`config.mk`:
```
export PLATFORM = sky130hd
export DESIGN_NAME = pc_sequencer
export DESIGN_NICKNAME = d
export VERILOG_FILES = /design/src/rtl/pc_sequencer.sv
export SDC_FILE = /design/constraint.sdc
export NUM_CORES = 1
export LEC_CHECK = 0
export ABC_AREA = 1
export ABC_CLOCK_PERIOD_IN_PS = 1200
export CAP_MARGIN = 20
export CORE_ASPECT_RATIO = 0.5
export CORE_MARGIN = 4
export CORE_UTILIZATION = 35
export DETAILED_ROUTE_END_ITERATION = 16
export PLACE_DENSITY = 0.75
export SYNTH_ARGS = -nofsm -noshare
export SYNTH_HDL_FRONTEND = slang
export SYNTH_SLANG_ARGS = --single-unit
```
`constraint.sdc`:
```
create_clock -name clk -period 1.2 [get_ports clk]
set_input_delay 0.36 -clock clk [delete_from_list [all_inputs] [get_ports clk]]
set_output_delay 0.36 -clock clk [all_outputs]
set_load 0.05 [all_outputs]
```
`src/rtl/pc_sequencer.sv`:
```
// pc_sequencer: owns the fetch program counter. It chooses the next PC from
// the sequential step, an EX-stage redirect, a stall hold or a halt freeze.
// After a redirect it raises squash cycles, and it manages the HALTED state
// and restart.
//
// Handshake: there is no valid/ready pair on this block. Every request input
// is a level that is sampled at the rising clock edge. Every output is
// registered, so a request sampled at edge N is visible on the outputs
// just after edge N. fetch_valid_o qualifies pc_o for the fetch stage in
// the same cycle.
module pc_sequencer #(
  parameter int unsigned PC_W      = 9,
  parameter logic [PC_W-1:0] RESET_PC = '0,
  parameter int unsigned FLUSH_CYC = 2
) (
  input  logic            clk,
  input  logic            reset,
  input  logic            stall_i,
  input  logic            br_taken_i,
  input  logic [31:0]     br_target_i,
  input  logic            halt_i,
  input  logic            resume_i,
  output logic [PC_W-1:0] pc_o,
  output logic            fetch_valid_o,
  output logic            flush_o,
  output logic            halted_o,
  output logic            err_o,
  output logic [1:0]      state_o
);

  typedef enum logic [1:0] {
    ST_RUN    = 2'd0,
    ST_FLUSH  = 2'd1,
    ST_HALTED = 2'd2
  } state_e;

  state_e    state;
  logic [2:0] flush_cnt;

  // Only the low PC_W bits of the target address the instruction memory.
  logic unused_target_bits;
  assign unused_target_bits = ^br_target_i[31:PC_W];

  logic [PC_W-1:0] pc_next_seq;
  logic            target_misaligned;
  assign pc_next_seq       = pc_o + PC_W'(4);
  assign target_misaligned = (br_target_i[1:0] != 2'b00);

  // Expose the FSM state so that checkers can observe it.
  assign state_o = state;

  // Sequencer FSM: updates the PC, state, flush counter and all registered outputs.
  always_ff @(posedge clk) begin
    if (!reset) begin
      state         <= ST_RUN;
      pc_o          <= RESET_PC;
      flush_cnt     <= 3'd0;
      fetch_valid_o <= 1'b1;
      flush_o       <= 1'b0;
      halted_o      <= 1'b0;
      err_o         <= 1'b0;
    end else begin
      case (state)
        ST_RUN: begin
          if (halt_i) begin
            // Halt: freeze the PC. One squash pulse clears the younger stages.
            state         <= ST_HALTED;
            flush_o       <= 1'b1;
            halted_o      <= 1'b1;
            fetch_valid_o <= 1'b0;
          end else if (br_taken_i && target_misaligned) begin
            // A misaligned redirect is fatal. Drop the target and halt with an error.
            state         <= ST_HALTED;
            flush_o       <= 1'b1;
            halted_o      <= 1'b1;
            fetch_valid_o <= 1'b0;
            err_o         <= 1'b1;
          end else if (br_taken_i) begin
            state         <= ST_FLUSH;
            pc_o          <= br_target_i[PC_W-1:0];
            flush_cnt     <= 3'(FLUSH_CYC);
            flush_o       <= 1'b1;
            fetch_valid_o <= 1'b1;
          end else if (stall_i) begin
            flush_o       <= 1'b0;
          end else begin
            pc_o          <= pc_next_seq;
            flush_o       <= 1'b0;
          end
        end

        ST_FLUSH: begin
          // Requests seen here come from squashed instructions and are ignored.
          pc_o          <= pc_next_seq;
          fetch_valid_o <= 1'b1;
          if (flush_cnt <= 3'd1) begin
            state     <= ST_RUN;
            flush_cnt <= 3'd0;
            flush_o   <= 1'b0;
          end else begin
            flush_cnt <= flush_cnt - 3'd1;
            flush_o   <= 1'b1;
          end
        end

        ST_HALTED: begin
          flush_o <= 1'b0;
          if (resume_i) begin
            state         <= ST_RUN;
            pc_o          <= RESET_PC;
            halted_o      <= 1'b0;
            err_o         <= 1'b0;
            fetch_valid_o <= 1'b1;
          end
        end

        default: begin
          state         <= ST_RUN;
          pc_o          <= RESET_PC;
          flush_cnt     <= 3'd0;
          fetch_valid_o <= 1'b1;
          flush_o       <= 1'b0;
          halted_o      <= 1'b0;
          err_o         <= 1'b0;
        end
      endcase
    end
  end

endmodule

```
==> results.md, run 1 <==
* Status: complete, but fails checks
* Failing checks: setup timing
* CP max FO at 5
* Predominant post-synthesis flop cell: dfxtp_1
* CTS Root Cell: clkbuf_8
* Mapped Area at roughly 1000 sq um
* Max_slew headroom at 0.8040
* Hold Vio Cnt, Final at 0
* Vias in the first global route at roughly 1200
* Crit path DAT at between 1 and 1.5 ns
* Cell count after synthesis at 163
* Ys async rst share at 0
* Ys Warns at 0
* Die Width at ~84 um
* Initial DRC count at 71
* Tmin final at about 1.3 ns
* # rows at 13
* Sequential fraction of the synthesis area at 0.3551
* Clock tree buffer depth at 2
* Clock Pin Slew Worst Setup and Hold Paths at ~0.070 ns
* Pre-CTS WS at -0.5201 ns
* Drt total wl at around 3500 um
* I/O Buffers at 29
* Final clock skew at approximately 0.0053 ns
* Leak at between 0.8 and 0.9 nW
* Footprint of the multi-input gates at roughly 730 sq um
* Fillers at between 150 and 200
* Worst VDD drop at a little under 0.7 mV
* Synthesized flop and latch total at 18
* Critical path class: reg2reg
* Area Overhead vs Synth at 88.29%
* # setup viols final at 11
* Placed wire-length estimate at about 2200 um
* Detailed-route vias per instance at 5.032
* Largest net degree at the start of global routing at 11
* Synth area leaders: dfxtp_1 36%, nand2_1 19%, nor2_1 8.5%
* Total CTS buffers at 3
* Synth Area in Compound Gates at 0.1356
* Vias after detailed routing at ~1300
* Number of max-cap violations at 0
* Post-Synth XOR/XNOR Area at 0.008631
* Setup WS post-layout at -0.06579 ns
* Post-synth top area cell: dfxtp_1
* Crit end category: register
* P per Cell Area at 1166 nW/um^2
* Post-synthesis average cell area at 6.225 sq um
* Initial Util at 0.3781
* Post-CTS Hold Fix Bufs at 0
* Hold Path Sink: flush_cnt[0]$_SDFFE_PN0P_
* # H-tree levels at 1
* First-pass GRT wire length at 5126 um
* Drt pass-1 iters at 4
* Largest family of logic cells by synthesized area: simple AND/OR/NAND/NOR gates
* Die area at between 3000 and 4000 sq um
* Reg2reg setup slack at -0.07 ns
* Fraction of the mapped netlist area in simple logic gates at 0.3859
* Final ANT Viol Nets at 0
* Synth top cells by count: 52 x nand2_1, 23 x nor2_1, 19 x inv_1
* Post-layout util at 0.7119
* Register Area at between 300 and 400 sq um
* Syn_nets at 203
* Setup TNS at -0.3493 ns
* RSZ-0062 raised after global routing: yes
* HP Class: reg2reg
* Hold path start: flush_cnt[0]$_SDFFE_PN0P_
* Post-Synth Adder-Cell Area at 0.02466
* Fin crit share at 1.055
* Nets at approximately 260
* Total global-route track usage at 0.1702
* Antenna fix cells at 0
* Core Area at roughly 2700 sq um
* Worst Path Required at between 1 and 1.5 ns
* Die height at ~46 um
* Worst Tran Pin Value at 0.2934 ns
* Critical R2R Capture: state_o[0]$_SDFFE_PN0P_
* Hold path depth at 2
* TritonCTS sink count at 18
* Final Slew Violations at 0
* Area share of the largest cell type after synthesis at 0.3551
* Initial antenna violation count at 0
* CP Launch Type: register
* DR WL/cell at ~14 um
* CTS tree: yes
* Layout cells sized above 1 at 0.4065
* Synth unique cells at 21
* Total power at 0.002228 W
* FF-to-FF path depth at 5
* GRT overflow at 0
* Most instantiated library cell after synthesis: nand2_1
* EDFF count, synth at 0
* Gp weighted congestion at around 0.9
* Fmax at about 790 MHz
* Worst-Skew Late Latency at approximately 0.26 ns
* Ports at 53
* Mux share of post-synthesis cell area at 0
* DRC viols at 0
* Worst r2r src: state_o[0]$_SDFFE_PN0P_
[worst max-delay path: stages, from the launching register on]
cell      delay (ns)
dfxtp_4         0.37
nor2_4          0.18
inv_2           0.11
a21oi_2         0.18
nand2_2         0.10
a211oi_2        0.24
[worst max path at each step]
stage                            start                 endpoint  cells past startpoint
4_1_cts        state_o[1]$_SDFFE_PN0P_               state_o[1]                      2
3_5_place_dp                br_taken_i     pc_o[3]$_SDFFE_PN0P_                      7
3_3_place_gp                br_taken_i     pc_o[3]$_SDFFE_PN0P_                      7
6_report       state_o[0]$_SDFFE_PN0P_  state_o[0]$_SDFFE_PN0P_                      5
2_1_floorplan  state_o[0]$_SDFFE_PN0P_     pc_o[0]$_SDFFE_PN0P_                      7
5_1_grt        state_o[1]$_SDFFE_PN0P_    halted_o$_SDFFE_PN0P_                      8
[cells by family after synthesis]
group / count (synthesis)
DFF: 18
xor gates and xnor gates: 1
adders and majority gates: 2
buffers and inverters: 24
AOI/OAI and AO/OA: 25
and+or+nand+nor: 93
[where the power goes]
group	switching [W]	leakage [nW]	internal (W)
Clock	0.000216	0.0288	0.000292
Sequential	0.0000923	0.153	0.000661
Combinational	0.000523	0.671	0.000443
[metrics by stage]
step	instances	instance area (sq um)	hold slack (ns)
after floorplan	163	1047	0.4396
after global placement	240	1620	0.4467
after detailed placement	240	1620	0.4572
after CTS	248	1793	0.4684
after global routing	251	1911	0.4885
final	251	1911	0.4658
[per-layer routing]
layer | vias to the layer above | track usage | share of wire
met5 | - | 0 | 0
met4 | 0 | 0.04167 | 0.011
met3 | 6 | 0.05000 | 0.059
met2 | 44 | 0.3354 | 0.52
met1 | 597 | 0.1863 | 0.41
li1 | 616 | - | -
[layout by cell type, fill, tap and decap left out, drive strengths merged, types with 2 or more instances in the layout]
cell type and n:
dlygate4sd2 5, ha 2, clkdlybuf4s50 8, buf 34, dfxtp 18, clkinv 2
nand2 53, o21ai 12, nor2 26, a21oi 11, clkbuf 4, nand3 12
nor3 2, inv 20
[state kept, by name (all words and copies together) (netlist names)]
signal,flops
pc_o,9
fetch_valid_o,1
err_o,1
halted_o,1
state_o,2
flush_cnt,3
flush_o,1
[cell type report]
class,count,share of cell area
multi-input combinational,122,0.3831
timing repair buffer,48,0.3157
sequential,18,0.2010
inverter,22,0.04715
clock buffer,4,0.02881
tap,37,0.02423
[timing repair]
action                     4_1_cts  5_1_grt
resized for setup               37       25
setup buffers                    3        3
pin swaps                       21       19
cloned                           1        0
setup endpoints to repair       19       19
Note: power is estimated with default switching activity, not from simulation.
==> inputs of run 2 (changes only) <==
CORE_MARGIN = not set   (was 4)
PLACE_DENSITY = 0.79   (was 0.75)
==> run 2 against run 1 <==
Net effect: the flow still finishes with violations (setup timing); first-iteration DRC count fell by 7.0%; sequential cell count did not move; cell count rose by 1.6%; register-to-register slack barely moved; die area fell by 19%; non-clock buffer count rose by 4; via count rose by 1.0%; critical path type unchanged; critical endpoint is now pc_o[3]$_SDFFE_PN0P_.
==> results.md, run 2 (same netlist as run 1, synthesis figures left out) <==
* Critical R2R Capture: pc_o[3]$_SDFFE_PN0P_
* Number of max-cap violations at 0
* CTS tree: yes
* Fillers at around 180
* Worst Tran Pin Value at roughly 0.23 ns
* HP Class: reg2reg
* CP max FO at 7
* Reg2reg setup slack at -0.07 ns
* Layout cells sized above 1 at 0.3945
* Initial antenna violation count at 0
* Critical path class: reg2reg
* Status: complete, but fails checks
* Die Width at approximately 80 um
* Footprint of the multi-input gates at 678.2 sq um
* Failing checks: setup timing
* CP Launch Type: register
* Tmin final at approximately 1.3 ns
* Detailed-route vias per instance at 5.004
* I/O Buffers at 29
* Antenna fix cells at 0
* Gp weighted congestion at between 0.8 and 0.9
* DR WL/cell at 13.66 um
* Placed wire-length estimate at between 2000 and 2500 um
* Slowest cell on crit path: dfxtp_4
* Worst VDD drop at 0.7337 mV
* Most used cell, CP: nand2_1
* TritonCTS sink count at 18
* Non-Filler Instances at 255
* Largest net degree at the start of global routing at 11
* Crit path DAT at around 1.5 ns
* Crit path cell chain: nor2_4 > nand2_1 > inv_4 > nand2_1 > nand2_1 > nand2_1 > a21oi_2
* Post-layout util at 0.7073
* Initial DRC count at 66
* First-pass GRT wire length at 4761 um
* Final clock skew at around 0.0077 ns
* Worst Path Required at about 1.4 ns
* Drt total wl at 3483 um
* # rows at 13
* Commonest non-fill, non-tap cell in the layout: nand2_1
* GRT overflow at 0
* # H-tree levels at 1
* Worst path max stage delay at between 0.3 and 0.4 ns
* Hold Path Sink: flush_cnt[1]$_SDFFE_PN0P_
* Most frequent cells in the layout: 45 x nand2_1, 20 x nor2_1, 16 x inv_1, 16 x buf_4, 15 x buf_12
* Area Overhead vs Synth at 85.94%
* Die area at about 3100 sq um
* Ports at 53
* CP delay by family, top: simple AND/OR/NAND/NOR gates
* CP bufs+invs at 1
* Setup WS post-layout at -0.06773 ns
* Post-CTS Hold Fix Bufs at 0
* Fmax at 788.8 MHz
* Vias after detailed routing at 1276
* Final Slew Violations at 0
* P per Cell Area at about 1200 nW/um^2
* Total global-route track usage at 0.2068
* Largest register FFs at 9
* Placed cells at 240
* Drt pass-1 iters at 4
* Worst r2r src: state_o[1]$_SDFFE_PN0P_
* Worst-Skew Late Latency at 0.26 ns
* Die height at roughly 40 um
* RSZ-0062 raised after global routing: yes
* Core Area at roughly 2700 sq um
* Hold path depth at 2
* Clock tree buffer depth at 2
* Vias in the first global route at 1087
* Initial Util at 0.3804
* Hold path start: flush_cnt[1]$_SDFFE_PN0P_
* Total CTS buffers at 3
* Hold Vio Cnt, Final at 0
* Clock Pin Slew Worst Setup and Hold Paths at roughly 0.07 ns
* Most flops, register: pc_o
* Crit end category: register
* Register Area at a little under 400 sq um
* Leak at ~0.87 nW
* Fin crit share at 1.056
* # setup viols final at 9
* FF-to-FF path depth at 7
* Pre-CTS WS at -0.5831 ns
* DRC viols at 0
* Nets at around 260
* Max_slew headroom at 0.8465
* Final ANT Viol Nets at 0
* CTS Root Cell: clkbuf_8
==> run 2: cell count changes in the layout (fill, tap and decap cells not counted), moves of 2 or more <==
cell,change
dfxtp_4,+3
buf_4,+4
nand2_1,+2
nor3_1,+2
nor3_2,-2
ha_4,-2
dfxtp_2,-3
==> run 2: area by class of cell <==
class,count,area share
well taps,37,0.02454
flip-flops and latches,18,0.2076
repair buffers,52,0.3329
clock buffers,4,0.02918
multi-input cells,122,0.3594
inverters,22,0.04642
==> run 2: metrics by stage <==
stage	hold WS (ns)	TNS (ns)	cell area [sq um]	power, W
after global placement	0.4489	-7.776	1620	0.001549
after global routing	0.5054	-0.8411	1887	0.002343
final	0.4970	-0.3050	1887	0.002250
after CTS	0.4838	-0.1497	1788	0.002150
after detailed placement	0.4741	-8.441	1620	0.001561
after floorplan	0.4396	0	1047	0.001167
==> run 2: repair_timing <==
item,CTS,global route
setup buffers,4,6
cloned,1,0
endpoints found under the setup margin,22,23
gates resized for setup,36,21
pin swaps,13,7
==> run 2: how the worst max path moves through the flow <==
stage                                       to  cells after the start                    start
final                     pc_o[3]$_SDFFE_PN0P_                      7  state_o[1]$_SDFFE_PN0P_
after global routing      pc_o[3]$_SDFFE_PN0P_                      7  state_o[1]$_SDFFE_PN0P_
after CTS                           state_o[0]                      2  state_o[0]$_SDFFE_PN0P_
after detailed placement  pc_o[8]$_SDFFE_PN0P_                      8               br_taken_i
after global placement    pc_o[7]$_SDFFE_PN0P_                      8               br_taken_i
after floorplan           pc_o[0]$_SDFFE_PN0P_                      7  state_o[0]$_SDFFE_PN0P_
==> run 2: metal layers <==
metal  vias to the layer above  track usage  wire length, um  part of all wire
met4                         0      0.07407              107             0.031
met2                        51       0.3794             1645              0.47
li1                        625            -                -                 -
met5                         -            0                0                 0
met1                       583       0.2406             1535              0.44
met3                        17      0.06364              195             0.056
==> run 2: worst register-to-register path, cell delays in order (launching register included) <==
cell and delay, ns:
dfxtp_4 0.37, nor2_4 0.18, nand2_1 0.13, inv_4 0.12
nand2_1 0.09, nand2_1 0.08, nand2_1 0.08, a21oi_2 0.15
==> run 2: power breakdown <==
part | switching, W | total (W) | internal (W)
clock network | 0.000218 | 0.000511 | 0.000292
logic | 0.000531 | 0.000995 | 0.000464
registers | 0.0000842 | 0.000744 | 0.000660
total | 0.000834 | 0.00225 | 0.00142
==> inputs of run 3 (changes only) <==
CELL_PAD_IN_SITES_DETAIL_PLACEMENT = 0   (was not set)
CELL_PAD_IN_SITES_GLOBAL_PLACEMENT = 2   (was not set)
CORE_UTILIZATION = 17   (was 35)
CTS_CLUSTER_DIAMETER = 200   (was not set)
==> run 3 against run 2 <==
Net effect: critical path depth fell by 5; sequential cell count did not move; fmax rose by 2.8%; highest routed layer unchanged; wire length fell by 11%; sequential share of layout area fell by 1.1 points; clock skew fell by 0.0033 ns; the run ends with DRC, setup timing left; setup slack improved by 0.035 ns; die area rose by 100%; global-route usage fell by 9.9 points; cell count rose by 14%.
==> results.md, run 3 (same netlist as run 1, synthesis figures left out) <==
* Critical path class: reg2out
* Vias after detailed routing at roughly 1200
* Gp weighted congestion at 0.8138
* Most frequent cells in the layout: 43 x nand2_1, 18 x nor2_1, 18 x buf_4
* Hold Path Sink: pc_o[0]$_SDFFE_PN0P_
* Hold Vio Cnt, Final at 0
* Clock tree buffer depth at 2
* Placed wire-length estimate at 2412 um
* Vias in the first global route at about 1100
* Hold path start: pc_o[0]$_SDFFE_PN0P_
* HP Class: reg2reg
* Die area at around 6300 sq um
* Setup WS post-layout at -0.03275 ns
* Detailed-route vias per instance at between 3 and 4
* Largest register FFs at 9
* CTS tree: yes
* FF-to-FF path depth at 7
* Final Slew Violations at 0
* RSZ-0062 raised after global routing: yes
* Worst Path Required at about 0.84 ns
* Initial antenna violation count at 0
* Max_slew headroom at 0.8693
* Worst path max stage delay at around 0.37 ns
* Largest net degree at the start of global routing at 11
* # setup viols final at 8
* Worst hold margin at 0.4705 ns
* Die Width at 111.3 um
* I/O Buffers at 29
* Initial DRC count at 36
* Nets at 259
* Drt pass-1 iters at 10
* Antenna fix cells at 0
* Worst VDD drop at 0.5883 mV
* Area Overhead vs Synth at 93.59%
* Slowest cell on crit path: dfxtp_4
* CP bufs+invs at 2
* Most flops, register: pc_o
* GRT overflow at 0
* Worst r2r src: state_o[1]$_SDFFE_PN0P_
* Status: complete, but fails checks
* Reg2reg setup slack at -0.01 ns
* Critical R2R Capture: pc_o[8]$_SDFFE_PN0P_
* Clock Pin Slew Worst Setup and Hold Paths at about 0.060 ns
* Total global-route track usage at 0.1076
* CTS Root Cell: clkbuf_16
* Tmin final at between 1 and 1.5 ns
* Failing checks: DRC, setup timing
* P per Cell Area at 1246 nW/um^2
* Core Area at approximately 5600 sq um
* Layout cells sized above 1 at 0.3945
* Drt total wl at just over 3000 um
* Fmax at 811.2 MHz
* Number of max-cap violations at 0
* Die height at between 50 and 60 um
* Fin crit share at 1.027
* Final clock skew at roughly 0.0044 ns
* Crit path cell chain: buf_6 > buf_12
* Crit path DAT at slightly below 0.9 ns
* CP max FO at 5
* Register Area at a little under 400 sq um
* TritonCTS sink count at 18
* Fillers at approximately 600
* Pre-CTS WS at -0.6407 ns
* DRC viols at 4
* # rows at 19
* # H-tree levels at 1
* CP Launch Type: register
* Worst Tran Pin Value at around 0.19 ns
* Crit end category: output pin
* Footprint of the multi-input gates at 684.4 sq um
* Leak at about 0.88 nW
* First-pass GRT wire length at approximately 5400 um
* Ports at 53
* CP delay by family, top: flip-flops
* Final ANT Viol Nets at 0
* Hold path depth at 2
* Total CTS buffers at 3
* Commonest non-fill, non-tap cell in the layout: nand2_1
* Worst-Skew Late Latency at between 0.2 and 0.3 ns
* Initial Util at 0.1809
* DR WL/cell at about 11 um
run 3: worst max path at each step:
stage          slack [ns]                    to               startpoint  depth (start not counted)
4_1_cts             -0.03            state_o[1]  state_o[1]$_SDFFE_PN0P_                          2
3_3_place_gp        -0.53  pc_o[1]$_SDFFE_PN0P_               br_taken_i                          8
3_5_place_dp        -0.64  pc_o[8]$_SDFFE_PN0P_               br_taken_i                          8
2_1_floorplan       0.003  pc_o[0]$_SDFFE_PN0P_  state_o[0]$_SDFFE_PN0P_                          7
6_report            -0.03            state_o[1]  state_o[1]$_SDFFE_PN0P_                          2
5_1_grt             -0.08  pc_o[8]$_SDFFE_PN0P_  state_o[1]$_SDFFE_PN0P_                          7
run 3: stage by stage:
step | utilization | area (sq um) | setup TNS, ns | power, W | std cells
after floorplan | - | 1047 | 0 | 0.001167 | 163
after global placement | 0.3035 | 1703 | -7.665 | 0.001592 | 281
after detailed placement | 0.3035 | 1703 | -8.557 | 0.001597 | 281
after CTS | 0.3363 | 1887 | -0.1143 | 0.002419 | 289
after global routing | 0.3501 | 1964 | -0.8810 | 0.002579 | 291
final | 0.3501 | 1964 | -0.09800 | 0.002447 | 291
run 3: metal layers:
metal  track usage  part of all wire  up-vias
met4       0.02317            0.0071        0
met3       0.02592             0.028        2
met1        0.1489              0.54      519
li1              -                 -      629
met2        0.1696              0.42       12
met5             0                 0        -
run 3: final cells by class:
class,count,share of cell area
inverter,22,0.04395
sequential,18,0.1968
tap,73,0.04650
timing repair buffer,52,0.3191
multi-input combinational,122,0.3484
clock buffer,4,0.04522
run 3: power by group:
group	internal (W)	switching [W]
registers	0.000662	0.0000824
logic	0.000452	0.000502
clock network	0.000508	0.000242
run 3: timing repair:
action | in CTS | in global routing
hold buffers | 0 | 0
setup buffers | 3 | 2
gates cloned | 1 | 0
pin swaps | 9 | 4
endpoints found under the setup margin | 21 | 20
resized for setup | 33 | 19
run 3: tightest hold or removal path, cell delays in order (launching register included):
cell     delay, ns
dfxtp_1       0.34
o21ai_2       0.06
nor2_1        0.03
